[src/rtl/cv32e40p_pkg.sv]
// Shared CV32E40P definitions needed by the multiplier request sequencer:
// the multiplier operation encoding.
package cv32e40p_pkg;

    typedef enum logic [2:0] {
        MUL_MAC32 = 3'b000,
        MUL_MSU32 = 3'b001,
        MUL_I     = 3'b010,
        MUL_IR    = 3'b011,
        MUL_DOT8  = 3'b100,
        MUL_DOT16 = 3'b101,
        MUL_H     = 3'b110
    } mul_opcode_e;

endpackage : cv32e40p_pkg

[src/rtl/mul_seq_pkg.sv]
// Types shared by the multiplier request sequencer: FSM state encoding and
// the holding-register layout with its reset value.
package mul_seq_pkg;

    import cv32e40p_pkg::*;

    typedef enum logic [0:0] {
        IDLE  = 1'b0,
        ISSUE = 1'b1
    } mul_seq_state_e;

    // One captured multiplier request: operation, operands and modifiers.
    typedef struct packed {
        mul_opcode_e op;
        logic [31:0] a;
        logic [31:0] b;
        logic [31:0] c;
        logic [1:0]  short_signed;
        logic        short_subword;
        logic [4:0]  imm;
    } mul_req_t;

    localparam mul_req_t MUL_REQ_RESET = '{
        op:            MUL_MAC32,
        a:             32'd0,
        b:             32'd0,
        c:             32'd0,
        short_signed:  2'd0,
        short_subword: 1'b0,
        imm:           5'd0
    };

endpackage : mul_seq_pkg

[src/rtl/mul_req_sequencer_chk.sv]
// Protocol checks for the multiplier request sequencer. Purely observational.
module mul_req_sequencer_chk
    import mul_seq_pkg::*;
(
    input  logic        clk,
    input  logic        rst,
    input  logic        req_ready,
    input  logic        mul_enable,
    input  logic        mul_ready,
    input  logic        mul_multicycle,
    input  logic        mul_ex_ready,
    input  mul_req_t    hold,
    input  logic        rsp_valid,
    input  logic        rsp_ready,
    input  logic [31:0] rsp_result
);

    // Nothing is offered upstream or to the multiplier while in reset.
    a_rst_quiet : assert property (@(posedge clk) rst |-> (!req_ready && !mul_enable))
        else $error("sequencer active during reset");

    // The multiplier only stalls an issued op when it reports a multicycle op.
    a_stall_multicycle : assert property (@(posedge clk) disable iff (rst)
        (mul_enable && !mul_ready) |-> mul_multicycle)
        else $error("multiplier stall without multicycle");

    // Request presented to the multiplier is frozen until it completes.
    a_hold_stable : assert property (@(posedge clk) disable iff (rst)
        (mul_enable && !(mul_ready && mul_ex_ready)) |=> (mul_enable && $stable(hold)))
        else $error("multiplier request changed before completion");

    // A stalled response keeps its value.
    a_rsp_stable : assert property (@(posedge clk) disable iff (rst)
        (rsp_valid && !rsp_ready) |=> (rsp_valid && $stable(rsp_result)))
        else $error("stalled response changed");

endmodule : mul_req_sequencer_chk

[src/rtl/mul_rsp_slot.sv]
// Single-entry response slot. Holds the multiplier result until the
// downstream consumer takes it, and tells the sequencer whether a new
// result can be written this cycle (ex_ready_o).
module mul_rsp_slot (
    input  logic        clk,
    input  logic        rst,
    input  logic        complete_i,
    input  logic [31:0] result_i,
    input  logic        rsp_ready_i,
    output logic        rsp_valid_o,
    output logic [31:0] rsp_result_o,
    output logic        ex_ready_o
);

    logic        rsp_valid_r;
    logic [31:0] rsp_result_r;

    // Capture a completing result; otherwise drop the entry once it is taken
    always_ff @(posedge clk) begin
        if (rst) begin
            rsp_valid_r  <= 1'b0;
            rsp_result_r <= 32'd0;
        end else if (complete_i) begin
            rsp_valid_r  <= 1'b1;
            rsp_result_r <= result_i;
        end else if (rsp_valid_r && rsp_ready_i) begin
            rsp_valid_r  <= 1'b0;
        end
    end

    // The slot can accept a new result if it is empty or is being emptied now
    assign ex_ready_o   = ~rsp_valid_r | rsp_ready_i;
    assign rsp_valid_o  = rsp_valid_r;
    assign rsp_result_o = rsp_result_r;

endmodule : mul_rsp_slot

[src/rtl/mul_req_sequencer.sv]
// Multiplier request sequencer. Accepts one request at a time from upstream,
// presents it to the multiplier until the multiplier reports ready and the
// response slot can take the result, then forwards the result downstream.
// A new request may be accepted in the same cycle the current one completes,
// giving back-to-back issue without a bubble. Also reports the
// issue-to-completion latency of the most recent op (saturating).
module mul_req_sequencer
    import cv32e40p_pkg::*;
    import mul_seq_pkg::*;
#(
    parameter int unsigned LAT_W = 8
) (
    input  logic              clk,
    input  logic              rst,

    input  logic              req_valid_i,
    output logic              req_ready_o,
    input  mul_opcode_e       req_op_i,
    input  logic [31:0]       req_a_i,
    input  logic [31:0]       req_b_i,
    input  logic [31:0]       req_c_i,
    input  logic [1:0]        req_short_signed_i,
    input  logic              req_short_subword_i,
    input  logic [4:0]        req_imm_i,

    output logic              mul_enable_o,
    output mul_opcode_e       mul_operator_o,
    output logic [31:0]       mul_operand_a_o,
    output logic [31:0]       mul_operand_b_o,
    output logic [31:0]       mul_operand_c_o,
    output logic [1:0]        mul_short_signed_o,
    output logic              mul_short_subword_o,
    output logic [4:0]        mul_imm_o,
    output logic              mul_ex_ready_o,

    input  logic [31:0]       mul_result_i,
    input  logic              mul_multicycle_i,
    input  logic              mul_ready_i,

    output logic              rsp_valid_o,
    input  logic              rsp_ready_i,
    output logic [31:0]       rsp_result_o,

    output logic [LAT_W-1:0]  last_lat_o
);

    localparam logic [LAT_W-1:0] LAT_ZERO = {LAT_W{1'b0}};
    localparam logic [LAT_W-1:0] LAT_ONE  = {{(LAT_W-1){1'b0}}, 1'b1};
    localparam logic [LAT_W-1:0] LAT_MAX  = {LAT_W{1'b1}};

    mul_seq_state_e   state_r;
    mul_seq_state_e   state_next_s;
    mul_req_t         hold_r;
    logic             issue_s;
    logic             complete_s;
    logic             req_ready_s;
    logic             accept_s;
    logic             ex_ready_s;
    logic [LAT_W-1:0] lat_cnt_r;
    logic [LAT_W-1:0] last_lat_r;

    // Handshake qualifiers and next-state selection
    always_comb begin
        issue_s      = 1'b0;
        complete_s   = 1'b0;
        req_ready_s  = 1'b0;
        accept_s     = 1'b0;
        state_next_s = state_r;

        issue_s    = (state_r == ISSUE);
        complete_s = issue_s & mul_ready_i & ex_ready_s;

        if (rst) begin
            req_ready_s = 1'b0;
        end else begin
            req_ready_s = ~issue_s | complete_s;
        end
        accept_s = req_valid_i & req_ready_s;

        case (state_r)
            IDLE: begin
                if (accept_s) begin
                    state_next_s = ISSUE;
                end else begin
                    state_next_s = IDLE;
                end
            end
            ISSUE: begin
                // A same-cycle accept keeps us issuing with the new request
                if (complete_s && !accept_s) begin
                    state_next_s = IDLE;
                end else begin
                    state_next_s = ISSUE;
                end
            end
            default: begin
                state_next_s = IDLE;
            end
        endcase
    end

    // FSM state register
    always_ff @(posedge clk) begin
        if (rst) begin
            state_r <= IDLE;
        end else begin
            state_r <= state_next_s;
        end
    end

    // Holding register: captured on accept, frozen otherwise
    always_ff @(posedge clk) begin
        if (rst) begin
            hold_r <= MUL_REQ_RESET;
        end else if (accept_s) begin
            hold_r <= '{
                op:            req_op_i,
                a:             req_a_i,
                b:             req_b_i,
                c:             req_c_i,
                short_signed:  req_short_signed_i,
                short_subword: req_short_subword_i,
                imm:           req_imm_i
            };
        end
    end

    // Latency counter: 1 in the first issue cycle, saturating; sampled on completion
    always_ff @(posedge clk) begin
        if (rst) begin
            lat_cnt_r  <= LAT_ZERO;
            last_lat_r <= LAT_ZERO;
        end else begin
            if (accept_s) begin
                lat_cnt_r <= LAT_ONE;
            end else if (issue_s && (lat_cnt_r != LAT_MAX)) begin
                lat_cnt_r <= lat_cnt_r + LAT_ONE;
            end
            if (complete_s) begin
                last_lat_r <= lat_cnt_r;
            end
        end
    end

    mul_rsp_slot u_rsp_slot (
        .clk          (clk),
        .rst          (rst),
        .complete_i   (complete_s),
        .result_i     (mul_result_i),
        .rsp_ready_i  (rsp_ready_i),
        .rsp_valid_o  (rsp_valid_o),
        .rsp_result_o (rsp_result_o),
        .ex_ready_o   (ex_ready_s)
    );

    mul_req_sequencer_chk u_chk (
        .clk            (clk),
        .rst            (rst),
        .req_ready      (req_ready_s),
        .mul_enable     (mul_enable_o),
        .mul_ready      (mul_ready_i),
        .mul_multicycle (mul_multicycle_i),
        .mul_ex_ready   (ex_ready_s),
        .hold           (hold_r),
        .rsp_valid      (rsp_valid_o),
        .rsp_ready      (rsp_ready_i),
        .rsp_result     (rsp_result_o)
    );

    assign req_ready_o         = req_ready_s;
    assign mul_enable_o        = issue_s & ~rst;
    assign mul_operator_o      = hold_r.op;
    assign mul_operand_a_o     = hold_r.a;
    assign mul_operand_b_o     = hold_r.b;
    assign mul_operand_c_o     = hold_r.c;
    assign mul_short_signed_o  = hold_r.short_signed;
    assign mul_short_subword_o = hold_r.short_subword;
    assign mul_imm_o           = hold_r.imm;
    assign mul_ex_ready_o      = ex_ready_s;
    assign last_lat_o          = last_lat_r;

endmodule : mul_req_sequencer
[config.mk]
export PLATFORM = sky130hd
export DESIGN_NAME = mul_req_sequencer
export DESIGN_NICKNAME = d
export VERILOG_FILES = /design/src/rtl/cv32e40p_pkg.sv /design/src/rtl/mul_seq_pkg.sv /design/src/rtl/mul_req_sequencer_chk.sv /design/src/rtl/mul_rsp_slot.sv /design/src/rtl/mul_req_sequencer.sv
export SDC_FILE = /design/constraint.sdc
export NUM_CORES = 1
export LEC_CHECK = 0
export BUFFER_PORTS_ARGS = -buffer_cell sky130_fd_sc_hd__buf_4
export CAP_MARGIN = 20
export CELL_PAD_IN_SITES_DETAIL_PLACEMENT = 0
export CELL_PAD_IN_SITES_GLOBAL_PLACEMENT = 1
export CORE_MARGIN = 2
export CORE_UTILIZATION = 32
export CTS_BUF_LIST = sky130_fd_sc_hd__clkbuf_4
export CTS_CLUSTER_SIZE = 12
export DETAILED_ROUTE_END_ITERATION = 12
export GPL_TIMING_DRIVEN = 1
export PLACE_DENSITY_LB_ADDON = 0.1
export SYNTH_ARGS = -nofsm -noshare
export SYNTH_HDL_FRONTEND = slang
export SYNTH_HIERARCHICAL = 1
export SYNTH_SLANG_ARGS = --single-unit
export TNS_END_PERCENT = 30
[constraint.sdc]
create_clock -name clk -period 1.8 [get_ports clk]
set_clock_uncertainty 0.1 [all_clocks]
set_input_delay 0.18 -clock clk [delete_from_list [all_inputs] [get_ports clk]]
set_output_delay 0.18 -clock clk [all_outputs]
set_load 0.05 [all_outputs]
==> key figures, run 1 <==
Timing
  • Final hold violations: 0
  • RSZ-0062 raised after global routing: true
  • Crit path time final: 1.795 ns
  • Slew HR: 63.23%
  • Final Slew Violations: 0
  • Part of the cycle the worst path needs: roughly 100%
  • Fin Setup TNS: 0 ns
  • Fin Hold WS: 0.09105 ns
  • Final WS setup: 0.005305 ns
  • Fmax: 557.2 MHz
  • Least-Margin Pin Slew: roughly 0.55 ns
  • Final setup fails: 0

Clock network
  • # H-tree levels: 4
  • CTS Buf Count: 17
  • Clk Latency, worst-skew pair: approximately 0.52 ns
  • Clk sinks: 157
  • CTS tree: built
  • CTS clk-pin slew, worst paths: between 0.1 and 0.15 ns
  • Clock root cell: clkbuf_4
  • Deepest clock path buffer count: 2

Layout
  • Filler cell count: approximately 1600
  • Fraction of layout cells with a size suffix above 1: between 40% and 50%
  • Sequential cell area: 3147 µm²
  • Multi-input gate area: 2860 µm²
  • Layout area overhead: 72.07%
  • Final net count: 1140
  • Most frequent cells in the layout: buf_4 (306), dfxtp_1 (156), dlygate4sd3_1 (143), nor2b_1 (107), mux2_2 (66)
  • Post-Layout Cell Count: between 1000 and 1500
  • Commonest non-fill, non-tap cell in the layout: buf_4

Run
  • Max_cap viols: 0

Synth
  • Ys async rst share: 0%
  • Syn Area/Cell: 11.21 µm²
  • Flop and latch count out of synthesis: 157
  • Prevailing post-synth register cell: dfxtp_1
  • Largest area contributor in the netlist: dfxtp_1
  • Cells after Synth: 548
  • Post-synth EDFFs: 0
  • Synth Cell Area: 6141 µm²
  • Unique masters post-synth: 35
  • Share of the synthesized area in the top cell type: between 50% and 60%
  • Mux cell area share after synthesis: 25.33%
  • Yosys warning total: 6
  • Compound-Gate Fraction of Synth Area: around 3.2%
  • Simple-gate share of the synthesized area: between 15 and 20%
  • Adder-cell share of the synthesized area: less than 1%
  • Post-Synth XOR/XNOR Area: 0%
  • Largest family of logic cells by synthesized area: multiplexers
  • Post-synthesis sequential area ratio: 51.18%
  • Net Count, Synth: 694
  • Synth area leaders: dfxtp_1 (51%), mux2_2 (16%), nor2b_1 (11%), mux2i_1 (5.7%), mux2_1 (3.7%)

GRT
  • Largest net degree at the start of global routing: 101
  • Initial antenna violation count: 1
  • GRT Util Overall: 17.44%
  • Number of global-route vias before repair: between 5000 and 6000
  • Overflow after GRT: 0
  • First-pass GRT wire length: around 28000 µm

Worst setup path
  • Arr. time, crit path: 2.13 ns
  • Most used cell, CP: buf_12
  • Critical path fanouts, max: 15
  • Critical path, cell by cell: nand2b_4 > a21boi_4 > buf_6 > nor3_4 > buf_12 > buf_12 > mux2_2
  • Crit path launch type: flop
  • Setup CP Type: reg -> reg
  • Critical Path End Type: flop
  • CP Data Required Time: roughly 2.1 ns
  • Max stage delay on crit path: approximately 0.37 ns
  • Slowest-stage cell, CP: dfxtp_4

Die
  • Effective utilization at floorplan: 32.72%
  • # IOs: 296
  • Core ar.: about 19000 µm²
  • Die W: 142.5 µm
  • Die ar.: 20310 µm²
  • Site Rows: 50
  • Chip Height: 142.5 µm

Placement
  • GPL Wtd Cong: 0.7993
  • Post-DP HPWL: between 10000 and 15000 µm
  • Dpl ws: 0.1102 ns
  • Port bufs: 294
  • Dpl cells: 1063

Drt
  • Total iterations of the first detailed-routing run: 4
  • Residual DRC: 0
  • Post-DR vias/cell: around 4.5
  • Vias: 5547
  • Final wirelength: 18300 µm
  • Drt first-iter violations: approximately 160
  • Routed WL per cell: 14.71 µm
  • ANT nets after route: 0

Power
  • Total chip power: roughly 0.008 W
  • Power Dens Cells: 776.0 nW/µm²
  • Cell leakage power: 4.797 nW
  • Maximum VDD drop: between 400 and 500 µV

Status
  • Status: finished, final reports clean

Worst hold path
  • Worst hold path class: in -> reg
## worst max-delay path: cells and delay by family (launching register included)
| family | cells | cell delay, ns |
|---|---|---|
| compound gates | 1 | 0.07 |
| flops | 1 | 0.37 |
| buf+inv | 3 | 0.48 |
| mux | 1 | 0.34 |
| simple gates | 2 | 0.33 |
## sequential cells by signal (all words and copies together) (netlist names)
name                     count
mul_operand_a_o             32
mul_operand_b_o             32
mul_operand_c_o             32
u_rsp_slot/rsp_result_o     32
last_lat_o                   8
lat_cnt_r                    8
mul_imm_o                    5
mul_operator_o               3
mul_short_signed_o           2
issue_s                      1
mul_short_subword_o          1
u_rsp_slot/rsp_valid_o       1
## final timing paths
check / start / endpoint / slack, ns / cells past startpoint
worst min-delay path: rst / u_rsp_slot/rsp_result_o[20] / 0.09 / 3
worst max register to register: u_rsp_slot/rsp_valid_o / mul_operand_a_o[15] / 0.005 / 7
worst min register to register: last_lat_o[0] / last_lat_o[0] / 0.36 / 2
worst max-delay path: u_rsp_slot/rsp_valid_o / mul_operand_a_o[15] / 0.005 / 7
## through the flow
stage	cell area [µm²]	util [%]
after floorplan	6153	-
after global placement	8711	46.41
after detailed placement	8711	46.41
after CTS	10440	55.60
after global routing	10560	56.29
final	10570	56.30
## cell families after synthesis
kind of cell | after synthesis
and+or+nand+nor | 176
DFF | 157
muxes | 142
buffers and inverters | 42
AOI/OAI and AO/OA | 30
adders and majority gates | 1
## routing by layer
metal  global-route usage [%]  wire (µm)  up-vias
met5                        0          0        -
met4                    7.556        596        0
met3                    6.057       1156       36
met2                    31.28       9551      184
met1                    18.50       7000     2591
li1                         -          -     2736
## cells in the mapped netlist (all sizes together), types with 3 or more instances
master	count
o211ai	4
buf	20
a21oi	16
nand4	3
clkbuf	15
mux2i	35
inv	6
nor2	34
o21ai	3
nor2b	107
dfxtp	157
nand2	17
mux2	107
nand3	3
## report_power, final
part	total (W)	switching, W	internal (W)
clock network	0.00211	0.00123	0.000882
logic	0.00228	0.00125	0.00104
registers	0.00381	0.000107	0.00370
total	0.00820	0.00258	0.00562
## cell type report
class                      count  area share, %
clock buffer                  21          1.492
tap                          234          2.771
antenna                        3        0.07105
clock inverter                11          1.101
sequential                   157          29.78
inverter                       7         0.2605
multi-input combinational    349          27.07
timing repair buffer         462          37.45
## timing repair
| item | CTS | global route |
|---|---|---|
| endpoints found under the hold margin | 144 | 0 |
| buffers inserted | 1 | 2 |
| endpoints found under the setup margin | 1 | 107 |
| pin swaps | 1 | 0 |
| gates resized for setup | 3 | 31 |
| hold buffers | 143 | 0 |
(Power assumes the default switching activity.)
==> run 2: changes to the inputs <==
--- a/config.mk
+++ b/config.mk
@@ -5,17 +5,19 @@
 export SDC_FILE = /design/constraint.sdc
 export NUM_CORES = 1
 export LEC_CHECK = 0
+export ABC_AREA = 1
 export BUFFER_PORTS_ARGS = -buffer_cell sky130_fd_sc_hd__buf_4
 export CAP_MARGIN = 20
 export CELL_PAD_IN_SITES_DETAIL_PLACEMENT = 0
 export CELL_PAD_IN_SITES_GLOBAL_PLACEMENT = 1
 export CORE_MARGIN = 2
-export CORE_UTILIZATION = 32
+export CORE_UTILIZATION = 29
 export CTS_BUF_LIST = sky130_fd_sc_hd__clkbuf_4
 export CTS_CLUSTER_SIZE = 12
 export DETAILED_ROUTE_END_ITERATION = 12
 export GPL_TIMING_DRIVEN = 1
 export PLACE_DENSITY_LB_ADDON = 0.1
+export SETUP_SLACK_MARGIN = 0.5
 export SYNTH_ARGS = -nofsm -noshare
 export SYNTH_HDL_FRONTEND = slang
 export SYNTH_HIERARCHICAL = 1
==> run 2 against run 1 <==
  * The run now ends with hold timing, setup timing left
  * Sequential power increased by 4%
  * Sequential share of layout area down 4.4 points
  * Area after synthesis shrank 6.9%
  * Clock power about the same
  * Design area is 23% higher
  * Largest cell class unchanged
  * Highest routed layer unchanged
  * Non-clock buffer count grew 53
  * Synthesized cell count increased by 32%
==> key figures, run 2 <==
Status
  • Status: complete, but fails checks
  • Failing checks: hold timing, setup timing

GRT
  • GRT Util Overall: 20.47% (+3.0 points)
  • Number of global-route vias before repair: 6359 (+9.7%)
  • Grt met3 use: 7.583% (+1.5 points)
  • Met1 Usage GRT: 23.20% (+4.7 points)
  • Largest net degree at the start of global routing: 109 (+7.9%)
  • Met2 global-route usage: 36.42% (+5.1 points)
  • Overflow after GRT: 0 (unchanged)
  • Initial antenna violation count: 1 (unchanged)
  • Busiest grt layer: met2
  • First-pass GRT wire length: 32970 µm (+18%)

Worst setup path
  • Max stage delay on crit path: 0.40 ns (+0.03 ns)
  • Critical Path End Type: flop
  • CP Data Required Time: 2.16 ns (+0.03 ns)
  • Arr. time, crit path: 2.17 ns (+0.04 ns)
  • Crit path launch type: flop
  • Critical path, cell by cell: nand2_8 > nand3_4 > nand2_4 > inv_4 > nor2_8 > buf_6 > buf_6 > buf_12 > buf_8 > buf_12 > buf_16 > nand3_1 > nand2_1
  • Slowest-stage cell, CP: dfxtp_4
  • Flop2flop setup slack: -0.008 ns (about the same)
  • Critical path fanouts, max: 6 (-9)
  • Critical path buffers and inverters: 7 (+4)
  • Setup CP Type: reg -> reg
  • CP top delay family: buffers and inverters

Synth
  • Share of the synthesized area in the top cell type: 54.98% (+3.8 points)
  • Unique masters post-synth: 22 (-37%)
  • Synth Cell Area: 5717 µm² (-6.9%)
  • Count leader, synth: nand2_1
  • Cells after Synth: 721 (+32%)
  • Post-synthesis sequential area ratio: 54.98% (+3.8 points)
  • Net Count, Synth: 867 (+25%)
  • Syn Area/Cell: 7.929 µm² (-29%)
  • Prevailing post-synth register cell: dfxtp_1
  • Post-synth EDFFs: 0 (unchanged)
  • Commonest cells in the netlist: nand2_1 (242), dfxtp_1 (157), nand3_1 (115), nor2_1 (81), o21ai_0 (37)
  • Synth area leaders: dfxtp_1 (55%), nand2_1 (16%), nand3_1 (10%), nor2_1 (5.3%), o21ai_0 (3.2%)
  • Flop and latch count out of synthesis: 157 (unchanged)
  • Yosys warning total: 6 (unchanged)
  • Largest area contributor in the netlist: dfxtp_1
  • Ys async rst share: 0% (unchanged)

Power
  • Cell leakage power: 5.950 nW (+24%)
  • Power Dens Cells: 712.5 nW/µm² (-8.2%)
  • Total chip power: 0.009258 W (+13%)
  • Maximum VDD drop: 403.8 µV (-18%)

Drt
  • Vias: 6726 (+21%)
  • ANT nets after route: 0 (unchanged)
  • Routed WL per cell: 16.14 µm (+9.7%)
  • Post-DR vias/cell: 4.523 (+1.4%)
  • Final wirelength: 24000 µm (+31%)
  • Total iterations of the first detailed-routing run: 4 (unchanged)
  • Residual DRC: 0 (unchanged)
  • Drt first-iter violations: 181 (+12%)

Timing
  • Slew HR: 47.73% (-16 points)
  • Part of the cycle the worst path needs: 100.4% (+0.72 points)
  • Fin Hold WS: -0.01717 ns (-0.1082 ns)
  • Least-Margin Pin Slew: 0.7841 ns (+0.2326 ns)
  • RSZ-0062 raised after global routing: true
  • Final hold violations: 2 (+2)
  • Final WS setup: -0.007730 ns (-0.01304 ns)
  • Fmax: 553.2 MHz (-0.72%)
  • Crit path time final: 1.808 ns (+0.01304 ns)
  • Final Slew Violations: 0 (unchanged)
  • Final setup fails: 2 (+2)

Run
  • Max_cap viols: 0 (unchanged)

Placement
  • Dpl cells: 1249 (+17%)
  • Dpl ws: 0.1527 ns (+0.04250 ns)
  • GPL Wtd Cong: 0.7146 (-11%)
  • Port bufs: 294 (unchanged)
  • Post-DP HPWL: 12730 µm (+1.9%)

Layout
  • Most frequent cells in the layout: nand2_1 (226), buf_4 (156), dlygate4sd3_1 (141), buf_8 (123), dfxtp_2 (117)
  • Fraction of layout cells with a size suffix above 1: 56.48% (+12 points)
  • Layout area overhead: 127.3%
  • Post-Layout Cell Count: 1487 (+20%)
  • Final Util: 66.98% (+11 points)
  • Final net count: 1353 (+19%)
  • Commonest non-fill, non-tap cell in the layout: nand2_1

Die
  • Site Rows: 51 (+2.0%)
  • Core ar.: 19400 µm² (+3.4%)
  • Chip Height: 144.4 µm (+1.3%)
  • Effective utilization at floorplan: 29.47% (-3.3 points)
  • Die W: 144.4 µm (+1.3%)
  • # IOs: 296 (unchanged)
  • Die ar.: 20850 µm² (+2.6%)

Clock network
  • CTS clk-pin slew, worst paths: 0.16 ns (+0.03 ns)
  • Clock root cell: clkbuf_4
  • # H-tree levels: 4 (unchanged)
  • CTS tree: built
  • Clk sinks: 157 (unchanged)
  • Deepest clock path buffer count: 2 (unchanged)
  • Hold Buf Count CTS: 141 (-1.4%)
  • CTS Buf Count: 17 (unchanged)
  • Clk Latency, worst-skew pair: 0.53 ns (about the same)

Worst hold path
  • Worst hold path class: in -> reg
-- run 2: cell types whose count changed after synthesis, moves of 5 or more --
| cell | delta |
|---|---|
| mux2_2 | -87 |
| nor2_1 | +47 |
| inv_1 | +5 |
| nand3_1 | +112 |
| buf_8 | +7 |
| o21ai_0 | +34 |
| mux2_1 | -20 |
| buf_6 | +6 |
| nor2b_1 | -107 |
| nand2_1 | +225 |
| mux2i_1 | -35 |
-- run 2: routing by layer --
metal	wire, µm	vias up	share of wire, %
met5	0	-	0
met2	12790	232	53
met3	1687	19	7.0
met1	9214	3163	38
li1	-	3312	-
met4	308	0	1.3
-- run 2: kinds of logic (layout without fill, tap and decap cells) --
family	after synthesis	after routing	share of synthesized area, %
other	0	2	0
flip-flops	157	157	54.98
AND/OR/NAND/NOR	448	449	32.87
adder cells (fa/ha/maj)	1	1	0.2188
AO/OA/AOI/OAI	51	51	4.487
buffers and inverters	64	562	7.441
-- run 2: where the power goes --
part / leakage [nW] / switching [W] / internal [W] / total (W)
registers: 1.34 / 0.000215 / 0.00375 / 0.00396
clock network: 0.134 / 0.00139 / 0.000725 / 0.00212
logic: 4.48 / 0.00162 / 0.00155 / 0.00318
-- run 2: metrics by stage --
stage / area [µm²] / hold slack [ns] / TNS (ns)
global route: 12990 / -0.07883 / -1.291
finish: 12990 / -0.01717 / -0.01459
detailed placement: 8095 / 0.3050 / 0
global placement: 8095 / 0.3024 / 0
floorplan: 5774 / 0.1394 / 0
CTS: 11350 / -0.1010 / -0.1891
-- run 2: cell type report --
type	count	area [µm²]
sequential	157	3301
antenna	2	5.005
timing repair buffer	515	6106
clock inverter	14	136.4
tap	265	331.6
multi-input combinational	501	2878
inverter	15	100.1
fill	1489	6406
clock buffer	18	135.1
-- run 2: path summary, 6_finish.rpt --
check                    startpoint                     end  cells after the start
max          u_rsp_slot/rsp_valid_o     mul_operand_b_o[24]                     13
min                     rsp_ready_i  u_rsp_slot/rsp_valid_o                      5
max reg2reg  u_rsp_slot/rsp_valid_o     mul_operand_b_o[24]                     13
min reg2reg     mul_operand_c_o[16]     mul_operand_c_o[16]                      2
-- run 2: repair_timing --
action,in CTS,in global routing
pin swaps,119,149
endpoints found under the hold margin,150,2
setup endpoints to repair,306,307
gates cloned,18,5
resized for setup,275,393
setup buffers,27,13
-- run 2: worst reg2reg max path: cells and delay by family, from the launching register on --
family / cells / cell delay [ns]
buffers and inverters: 7 / 0.82
DFF: 1 / 0.40
and+or+nand+nor: 6 / 0.41
==> run 3: changes to the inputs <==
--- a/config.mk
+++ b/config.mk
@@ -7,7 +7,7 @@
 export LEC_CHECK = 0
 export ABC_AREA = 1
 export BUFFER_PORTS_ARGS = -buffer_cell sky130_fd_sc_hd__buf_4
-export CAP_MARGIN = 20
+export CAP_MARGIN = 15
 export CELL_PAD_IN_SITES_DETAIL_PLACEMENT = 0
 export CELL_PAD_IN_SITES_GLOBAL_PLACEMENT = 1
 export CORE_MARGIN = 2
@@ -18,6 +18,7 @@
 export GPL_TIMING_DRIVEN = 1
 export PLACE_DENSITY_LB_ADDON = 0.1
 export SETUP_SLACK_MARGIN = 0.5
+export SKIP_CTS_REPAIR_TIMING = 1
 export SYNTH_ARGS = -nofsm -noshare
 export SYNTH_HDL_FRONTEND = slang
 export SYNTH_HIERARCHICAL = 1
==> run 3 against run 2 <==
  * Largest cell class unchanged
  * The flow still finishes with violations (hold timing, setup timing)
  * Fmax decreased by 2.4%
  * Sequential cell count unchanged
  * Die area unchanged
  * Critical endpoint is now req_ready_o
==> key figures, run 3 (synthesized netlist as in run 2, its figures left out) <==
Clock network
  • CTS clk-pin slew, worst paths: 0.13 ns (-0.03 ns)
  • # H-tree levels: 4 (unchanged)
  • CTS tree: built
  • Clock root cell: clkbuf_4
  • Clk Latency, worst-skew pair: 0.55 ns (+0.02 ns)
  • Clk sinks: 157 (unchanged)
  • Deepest clock path buffer count: 2 (unchanged)
  • CTS Buf Count: 17 (unchanged)

Worst setup path
  • Arr. time, crit path: 1.57 ns (-0.60 ns)
  • Critical path, cell by cell: nand2_8 > nand3_4 > nand2_4 > inv_4 > nor2_8 > buf_8
  • Slowest-stage cell, CP: dfxtp_4
  • CP Data Required Time: 1.52 ns (-0.64 ns)
  • Flop2flop setup slack: 0.22 ns (+0.23 ns)
  • Reg-to-reg endpoint: mul_operand_a_o[31]
  • CP top delay family: simple AND/OR/NAND/NOR gates
  • Critical path fanouts, max: 7 (+1)
  • Crit path launch type: flop
  • Setup CP Type: reg -> out
  • Critical Path End Type: output pin
  • Worst r2r path cells: 10 (-3)
  • Max stage delay on crit path: 0.39 ns (about the same)
  • Worst r2r src: u_rsp_slot/rsp_valid_o
  • Critical path buffers and inverters: 2 (-5)

GRT
  • GRT Util Overall: 16.61% (-3.9 points)
  • Initial antenna violation count: 1 (unchanged)
  • First-pass GRT wire length: 26730 µm (-19%)
  • Largest net degree at the start of global routing: 109 (unchanged)
  • Overflow after GRT: 0 (unchanged)
  • Number of global-route vias before repair: 5011 (-21%)

Power
  • P_sw: 0.002955 W (-8.5%)
  • Power share of the clock group: 25.2% (+2.3 points)
  • Internal power: 0.005411 W (-10%)
  • Cell leakage power: 5.130 nW (-14%)
  • Maximum VDD drop: 392.2 µV (-2.9%)
  • Power Dens Cells: 799.1 nW/µm² (+12%)
  • Sw frac: 35.32% (+0.42 points)
  • Combinational fraction of design power: 28.9% (-5.4 points)
  • Seq pwr share: 46.0% (+3.2 points)

Drt
  • DR WL met3: 1622 µm (-3.9%)
  • Total iterations of the first detailed-routing run: 4 (unchanged)
  • Residual DRC: 0 (unchanged)
  • Met2 Routed Length: 10140 µm (-21%)
  • Vias: 6241 (-7.2%)
  • WL met1: 8588 µm (-6.8%)
  • Routed WL per cell: 14.22 µm (-12%)
  • Final wirelength: 20610 µm (-14%)
  • Post-DR vias/cell: 4.304 (-4.8%)
  • ANT nets after route: 0 (unchanged)
  • DR top layer: met4
  • Drt first-iter violations: 237 (+31%)

Die
  • # IOs: 296 (unchanged)
  • Site Rows: 51 (unchanged)
  • Die W: 144.4 µm (unchanged)
  • Effective utilization at floorplan: 29.47% (unchanged)
  • Die ar.: 20850 µm² (unchanged)
  • Core ar.: 19400 µm² (unchanged)
  • Chip Height: 144.4 µm (unchanged)

Layout
  • Final net count: 1316 (-2.7%)
  • Layout area overhead: 83.13%
  • Most frequent cells in the layout: buf_4 (311), nand2_1 (234), dfxtp_1 (151), dlygate4sd3_1 (142), nand3_1 (112)
  • Fraction of layout cells with a size suffix above 1: 37.45% (-19 points)
  • Commonest non-fill, non-tap cell in the layout: buf_4
  • Filler cell count: 1874 (+26%)
  • Post-Layout Cell Count: 1450 (-2.5%)

Run
  • Max_cap viols: 0 (unchanged)

Worst hold path
  • Min-Delay Endpoint: u_rsp_slot/rsp_valid_o
  • Worst hold path class: in -> reg
  • HP Start: rsp_ready_i
  • Hold Path Cell Cnt: 4 (-1)

Timing
  • Final Slew Violations: 0 (unchanged)
  • Least-Margin Pin Slew: 0.5213 ns (-0.2628 ns)
  • Final setup fails: 1 (-1)
  • Part of the cycle the worst path needs: 102.9% (+2.5 points)
  • Fmax: 539.8 MHz (-2.4%)
  • Slew HR: 65.25% (+18 points)
  • Crit path time final: 1.853 ns (+0.04498 ns)
  • RSZ-0062 raised after global routing: true
  • Final hold violations: 5 (+3)
  • Fin Hold WS: -0.1446 ns (-0.1275 ns)
  • Fin Setup TNS: -0.05271 ns (-0.03812 ns)
  • Final WS setup: -0.05271 ns (-0.04498 ns)

Placement
  • GPL Wtd Cong: 0.7146 (unchanged)
  • Post-DP HPWL: 12730 µm (unchanged)
  • Port bufs: 294 (unchanged)
  • Dpl ws: 0.1527 ns (unchanged)
  • Dpl cells: 1249 (unchanged)

Status
  • Failing checks: hold timing, setup timing
  • Status: complete, but fails checks
[run 3: cell types whose count changed in the layout (fill, tap and decap cells not counted), sizes merged]
cell         before  now
buf             370  332
clkbuf           22   23
clkinv            6    4
dlygate4sd3     141  142
inv              17   19
nand2           245  244
[run 3: per-stage QoR]
step	power (W)	utilization (%)	cell area (µm²)	hold slack (ns)
floorplan	0.005152	-	5774	0.1394
global placement	0.005868	41.73	8095	0.3024
detailed placement	0.005869	41.73	8095	0.3050
CTS	0.008020	43.13	8367	-0.3238
global route	0.008777	53.97	10470	-0.1976
finish	0.008366	53.97	10470	-0.1446
[run 3: worst max-delay path by stage]
stage,endpoint,depth (start not counted),slack [ns],startpoint
finish,req_ready_o,6,-0.05,u_rsp_slot/rsp_valid_o
global route,req_ready_o,6,-0.17,u_rsp_slot/rsp_valid_o
CTS,req_ready_o,5,-0.32,issue_s
detailed placement,mul_operand_c_o[13],11,0.15,rsp_ready_i
global placement,mul_imm_o[0],7,0.16,issue_s
floorplan,mul_operand_a_o[0],10,0.29,u_rsp_slot/rsp_valid_o
[run 3: cell type report]
class	instances	area [µm²]	share of cell area, %
tap	265	331.6	3.167
sequential	157	3158	30.17
multi-input combinational	500	2416	23.08
clock buffer	18	135.1	1.291
antenna	2	5.005	0.04781
timing repair buffer	479	4210	40.22
clock inverter	14	136.4	1.303
inverter	15	76.32	0.7291
[run 3: power by group through the flow]
| stage | sequential [W] | clock [W] | combinational, W |
|---|---|---|---|
| final | 0.00385 | 0.00210 | 0.00242 |
| after global routing | 0.00388 | 0.00234 | 0.00256 |
| after CTS | 0.00383 | 0.00222 | 0.00196 |
| after detailed placement | 0.00391 | 0 | 0.00196 |
| after global placement | 0.00390 | 0 | 0.00197 |
| after floorplan | 0.00469 | 0 | 0.000462 |
[run 3: metal layers]
metal	vias up	GRT usage [%]
met1	2798	20.30
met4	0	4.650
met2	210	26.12
met3	17	7.980
met5	-	0
li1	3216	-
[run 3: worst register-to-register path: cells and delay by family, from the launching register on]
family / cells / cell delay (ns)
buffers and inverters: 4 / 0.48
DFF: 1 / 0.39
and+or+nand+nor: 6 / 0.59
